===== config.mk =====
export PLATFORM = sky130hd
export DESIGN_NAME = game_ctrl
export DESIGN_NICKNAME = d
export VERILOG_FILES = /design/src/rtl/game_ctrl.sv
export SDC_FILE = /design/constraint.sdc
export NUM_CORES = 1
export LEC_CHECK = 0
export BUFFER_PORTS_ARGS = -buffer_cell sky130_fd_sc_hd__buf_2
export CORE_AREA = 2 2 65 67
export DETAILED_ROUTE_END_ITERATION = 16
export DIE_AREA = 0 0 67 69
export PLACE_DENSITY = 0.74
export REMOVE_ABC_BUFFERS = 1
export SYNTH_ARGS = -nofsm -noshare
export SYNTH_HDL_FRONTEND = slang
export SYNTH_SLANG_ARGS = --single-unit
export TNS_END_PERCENT = 100

===== constraint.sdc =====
create_clock -name CLOCK_50 -period 1.7 [get_ports CLOCK_50]
set_input_delay 0.34 -clock CLOCK_50 [delete_from_list [all_inputs] [get_ports CLOCK_50]]
set_output_delay 0.34 -clock CLOCK_50 [all_outputs]
set_load 0.01 [all_outputs]

===== src/rtl/game_ctrl.sv =====
// Game control FSM: frame tick, lives, BCD score and enemy respawn.
// Define GAME_CTRL_INVULN_EN to add post-hit ship invulnerability.
module game_ctrl #(
    parameter int unsigned VIDAS_INICIAIS = 3,
    parameter int unsigned RESPAWN_FRAMES = 60,
    parameter int unsigned INVULN_FRAMES  = 90
) (
    input  logic        CLOCK_50,
    input  logic        reset,
    input  logic        VGA_VS,
    input  logic        start,
    input  logic        pausa,
    input  logic        hit_inimigo,
    input  logic        hit_nave,
    output logic [1:0]  estado,
    output logic        update_en,
    output logic        perdeu,
    output logic        inimigo_vivo,
    output logic [1:0]  vidas,
    output logic [15:0] pontos
);

    typedef enum logic [1:0] {
        StIdle    = 2'd0,
        StJogando = 2'd1,
        StPausa   = 2'd2,
        StPerdeu  = 2'd3
    } state_e;

    state_e      r_state, w_state_d;
    logic        r_vs, r_armed, r_update_en, w_tick;
    logic        r_vivo, w_vivo_d;
    logic [1:0]  r_vidas, w_vidas_d;
    logic [15:0] r_pontos, w_pontos_d;
    logic [7:0]  r_respawn, w_respawn_d;
    logic        w_vulneravel;

`ifdef GAME_CTRL_INVULN_EN
    logic [7:0]  r_invuln, w_invuln_d;
    assign w_vulneravel = (r_invuln == 8'd0);
`else
    logic        w_unused_invuln;
    assign w_vulneravel    = 1'b1;
    assign w_unused_invuln = ^INVULN_FRAMES;
`endif

    function automatic logic [15:0] f_bcd_inc(input logic [15:0] v);
        logic [15:0] r;
        logic        c;
        r = v;
        c = 1'b1;
        if (v == 16'h9999) begin
            return v;
        end
        for (int i = 0; i < 4; i++) begin
            if (c) begin
                if (r[4*i +: 4] == 4'd9) begin
                    r[4*i +: 4] = 4'd0;
                end else begin
                    r[4*i +: 4] = r[4*i +: 4] + 4'd1;
                    c = 1'b0;
                end
            end
        end
        return r;
    endfunction

    // r_armed holds off a tick on the first edge after reset release.
    assign w_tick = r_armed & r_vs & ~VGA_VS;

    always_ff @(posedge CLOCK_50 or negedge reset) begin
        if (!reset) begin
            r_vs        <= 1'b1;
            r_armed     <= 1'b0;
            r_update_en <= 1'b0;
        end else begin
            r_vs        <= VGA_VS;
            r_armed     <= 1'b1;
            r_update_en <= w_tick && (r_state == StJogando);
        end
    end

    always_ff @(posedge CLOCK_50 or negedge reset) begin
        if (!reset) begin
            r_state   <= StIdle;
            r_vivo    <= 1'b0;
            r_vidas   <= 2'd0;
            r_pontos  <= 16'h0000;
            r_respawn <= 8'd0;
`ifdef GAME_CTRL_INVULN_EN
            r_invuln  <= 8'd0;
`endif
        end else begin
            r_state   <= w_state_d;
            r_vivo    <= w_vivo_d;
            r_vidas   <= w_vidas_d;
            r_pontos  <= w_pontos_d;
            r_respawn <= w_respawn_d;
`ifdef GAME_CTRL_INVULN_EN
            r_invuln  <= w_invuln_d;
`endif
        end
    end

    always_comb begin
        w_state_d   = r_state;
        w_vivo_d    = r_vivo;
        w_vidas_d   = r_vidas;
        w_pontos_d  = r_pontos;
        w_respawn_d = r_respawn;
`ifdef GAME_CTRL_INVULN_EN
        w_invuln_d  = r_invuln;
`endif
        unique case (r_state)
            StIdle: begin
                if (start) begin
                    w_state_d   = StJogando;
                    w_vidas_d   = 2'(VIDAS_INICIAIS);
                    w_pontos_d  = 16'h0000;
                    w_vivo_d    = 1'b1;
                    w_respawn_d = 8'd0;
`ifdef GAME_CTRL_INVULN_EN
                    w_invuln_d  = 8'd0;
`endif
                end
            end
            StJogando: begin
                if (w_tick && !r_vivo) begin
                    if (r_respawn <= 8'd1) begin
                        w_respawn_d = 8'd0;
                        w_vivo_d    = 1'b1;
                    end else begin
                        w_respawn_d = r_respawn - 8'd1;
                    end
                end
`ifdef GAME_CTRL_INVULN_EN
                if (w_tick && (r_invuln != 8'd0)) begin
                    w_invuln_d = r_invuln - 8'd1;
                end
`endif
                if (pausa) begin
                    w_state_d = StPausa;
                end else begin
                    if (hit_inimigo && r_vivo) begin
                        w_vivo_d    = 1'b0;
                        w_respawn_d = 8'(RESPAWN_FRAMES);
                        w_pontos_d  = f_bcd_inc(r_pontos);
                    end
                    if (hit_nave && w_vulneravel) begin
`ifdef GAME_CTRL_INVULN_EN
                        w_invuln_d = 8'(INVULN_FRAMES);
`endif
                        if (r_vidas <= 2'd1) begin
                            w_vidas_d   = 2'd0;
                            w_state_d   = StPerdeu;
                            w_vivo_d    = 1'b0;
                            w_respawn_d = 8'd0;
                        end else begin
                            w_vidas_d = r_vidas - 2'd1;
                        end
                    end
                end
            end
            StPausa: begin
                if (!pausa) begin
                    w_state_d = StJogando;
                end
            end
            StPerdeu: begin
                if (start) begin
                    w_state_d = StIdle;
                end
            end
            default: w_state_d = StIdle;
        endcase
    end

    always_comb begin
        estado       = r_state;
        perdeu       = (r_state == StPerdeu);
        update_en    = r_update_en;
        inimigo_vivo = r_vivo;
        vidas        = r_vidas;
        pontos       = r_pontos;
    end

endmodule


==> impl_metrics.toml <==
[timing]
min_period_ns = 1.827
setup_viol = 19
rsz0062_at_grt = "yes"
min_period_over_period = 1.075
layout_setup_ws_ns = -0.1270
clock_skew_ns = 0.004449
maxSlewViolCount = 0
fmax_ghz = 0.5474
hold_viol = 0
whs_ns = 0.2901

[floorplan]
die_height_um = 69
dieArea_um2 = 4623
die_w_um = 67
row_count = 23
pin_count = 30
core-area_um2 = 3914
initial_utilization = 0.4990

[global_routing]
overflow = 0
grt_max_degree = 18
grt_first_pass_wirelength_um = 8059
antenna_found_initial = 0
grt_pass1_vias = 1809
track_usage = 0.2230

[power_and_ir_drop]
power_density_nw_per_um2 = 1537
power_frac_clock = 0.130
vdd_drop_max_mv = 0.9797
power.leakage_uw = 0.001357
sw_frac_of_total = 0.4129
p_int_uw = 2587
combPwrFrac = 0.606
p_sw_uw = 1819
seqPwrFrac = 0.264

[clock_network]
cts_sinks = 32
htreeDepth = 2
cts_tree = "yes"
cts.reportedPaths.clkPinSlew_ns = 0.07
root_buffer = "clkbuf_8"
clockBufferDepth = 2
cts_made_buffers = 5
clock_latency_ns = 0.29

[yosys]
ys_warn_count = 0
synth.distinct_cells = 49
ys_seq_area_frac = 0.4106
synthCells = 206
synthArstFlopShare = 1.000
syn_area_um2 = 1953
yosysTopAreaCell = "dfrtp_1"
yosys_register_bits = 32
synthFlopType = "dfrtp_1"
synth_edf_count = 0
syn_area_per_cell_um2 = 9.481
netlist.area_leader.share = 0.3972
ys_top_cells_by_area = "dfrtp_1 (40%), ha_1 (6.4%), nand2_1 (5.8%), o21ai_0 (4.4%), nor2_1 (3.1%)"

[routing]
wl_per_cell_um = 14.31
vias_per_cell = 5.369
vias = 1890
drc = 0
routed_wl_um = 5038
drtPass1Iterations = 4
first_iter_violations = 130
drtAntennaViolNets = 0

[worst_setup_path]
timing.rr.end = "pontos[15]$_DFFE_PN0P_"
cp-end-kind = "register"
crit_buf_inv = 1
critical_path_required_ns = 1.87
critical_path.cell_chain = "inv_1, ha_1, nand3b_1, or4_4, nand3_4, mux2i_1, nand3_1"
reg2reg_slack_ns = -0.13
r2r-start = "pontos[13]$_DFFE_PN0P_"
crit_family = "simple AND/OR/NAND/NOR gates"
crit_fanout = 5
ff2ff_path_depth = 7
cpMaxStageDelayCell = "or4_4"
path_class = "reg -> reg"
startpoint_type = "register"
max_stage_delay_ns = 0.57
cp.arrival_ns = 2.00

[layout]
area_delta_synth_final_pct = 46.76
n_antenna_cell = 0
num-nets-final = 318
regArea_um2 = 804.5
final_cells = 352
post_route_cells_drive_above_1_share = 0.4536
fillCellCount = 286
multi_input_area_um2 = 1226

[min_path]
hp-class = "in -> reg"
min_to = "r_vs$_DFF_PN1_"
worstHoldPathCells = 2
min-delay-start = "VGA_VS"

[placement]
dp.cells = 327
finalWeightedCongestion = 0.8538
hpwl_um = 3445
io_buffer_count = 29

[flow_run]
drv_cap = 0

[run_status]
violations = "negative setup slack"
status = "complete, but fails checks"
## power by group through the flow
stage	Clock, uW	Combinational (uW)	Sequential (uW)
final	571	2670	1170
after global routing	621	2910	1200
after CTS	576	2370	1150
after detailed placement	0	2200	1150
after global placement	0	2160	1140
after floorplan	0	1040	1330
## area by class of cell
cell class / instances / area share
clock buffers: 8 / 0.02794
inverters: 10 / 0.01309
multi-input cells: 160 / 0.4278
flip-flops and latches: 32 / 0.2807
well taps: 50 / 0.02182
repair buffers: 92 / 0.2287
## sequential cells by signal, summed over array words and instances (netlist names)
signal,flops
estado,2
inimigo_vivo,1
pontos,16
r_armed,1
r_respawn,8
r_vs,1
update_en,1
vidas,2
## cells by family (layout without fill, tap and decap cells)
| kind of cell | count (synthesis) | count (layout) | synth area share |
|---|---|---|---|
| compound gates | 45 | 45 | 0.1627 |
| xor+xnor | 3 | 3 | 0.01346 |
| fa+ha+maj | 10 | 10 | 0.06406 |
| buf+inv | 14 | 110 | 0.03716 |
| flops | 32 | 32 | 0.4106 |
| mux | 1 | 1 | 0.005125 |
| other cells | 1 | 1 | 0.001920 |
| simple gates | 100 | 100 | 0.3049 |
## synth_stat cells (all sizes together), types with 2 or more instances
cell	instances
a21o	2
buf	4
nand2b	6
ha	10
o41ai	3
xnor2	2
or4	4
nor3	8
dfrtp	31
nand3	13
o21ai	19
nand2	30
nor4b	2
inv	10
or2	2
nand4	5
nor2	16
nand3b	5
o31ai	7
and2	3
o211ai	2
a21oi	6
## worst max path at each step
stage                                        start  cells after the start  slack [ns]                  endpoint
after floorplan              estado[1]$_DFFE_PN0P_                      5       -0.14     pontos[7]$_DFFE_PN0P_
after global placement    r_respawn[5]$_DFFE_PN0P_                      5       -0.06  r_respawn[7]$_DFFE_PN0P_
after detailed placement     pontos[1]$_DFFE_PN0P_                      8       -0.15    pontos[13]$_DFFE_PN0P_
after CTS                    pontos[9]$_DFFE_PN0P_                      7       -0.15    pontos[15]$_DFFE_PN0P_
after global routing         pontos[5]$_DFFE_PN0P_                      7       -0.19    pontos[15]$_DFFE_PN0P_
final                       pontos[13]$_DFFE_PN0P_                      7       -0.13    pontos[15]$_DFFE_PN0P_
## cells in the final DEF (no fill, tap or decap), drive strengths merged, types with 2 or more instances in the layout
cell	instances
buf	91
dfrtp	31
nand2	30
o21ai	19
nor2	16
nand3	13
inv	10
ha	10
nor3	8
clkbuf	8
o31ai	7
nand2b	6
a21oi	6
nand3b	5
nand4	5
or4	4
and2	3
o41ai	3
xnor2	2
o211ai	2
a21o	2
or2	2
nor4b	2
## stage by stage
| step | setup slack, ns | utilization | instance area (um2) | power [uW] | setup TNS, ns |
|---|---|---|---|---|---|
| 5_1_grt | -0.1933 | 0.7324 | 2867 | 4721 | -2.738 |
| 3_5_place_dp | -0.1459 | 0.6346 | 2484 | 3354 | -1.390 |
| 6_report | -0.1270 | 0.7324 | 2867 | 4406 | -0.9800 |
| 2_1_floorplan | -0.1419 | - | 1918 | 2371 | -1.028 |
| 3_3_place_gp | -0.06005 | 0.6346 | 2484 | 3304 | -0.4444 |
| 4_1_cts | -0.1457 | 0.6816 | 2668 | 4090 | -0.8827 |
## timing repair
| action | CTS | global route |
|---|---|---|
| setup endpoints to repair | 23 | 25 |
| cloned | 0 | 0 |
| pin swaps | 10 | 20 |
| hold endpoints to repair | 15 | 0 |
| resized for setup | 20 | 27 |
| hold buffers | 1 | 0 |
| setup buffers | 4 | 12 |
## layer usage
layer | vias up | GRT usage | wire [um]
met5 | - | 0 | 0
met4 | 0 | 0.07937 | 64
met3 | 5 | 0.05710 | 209
met2 | 43 | 0.3377 | 2497
met1 | 911 | 0.3059 | 2267
li1 | 931 | - | -
(Power assumes the default switching activity.)
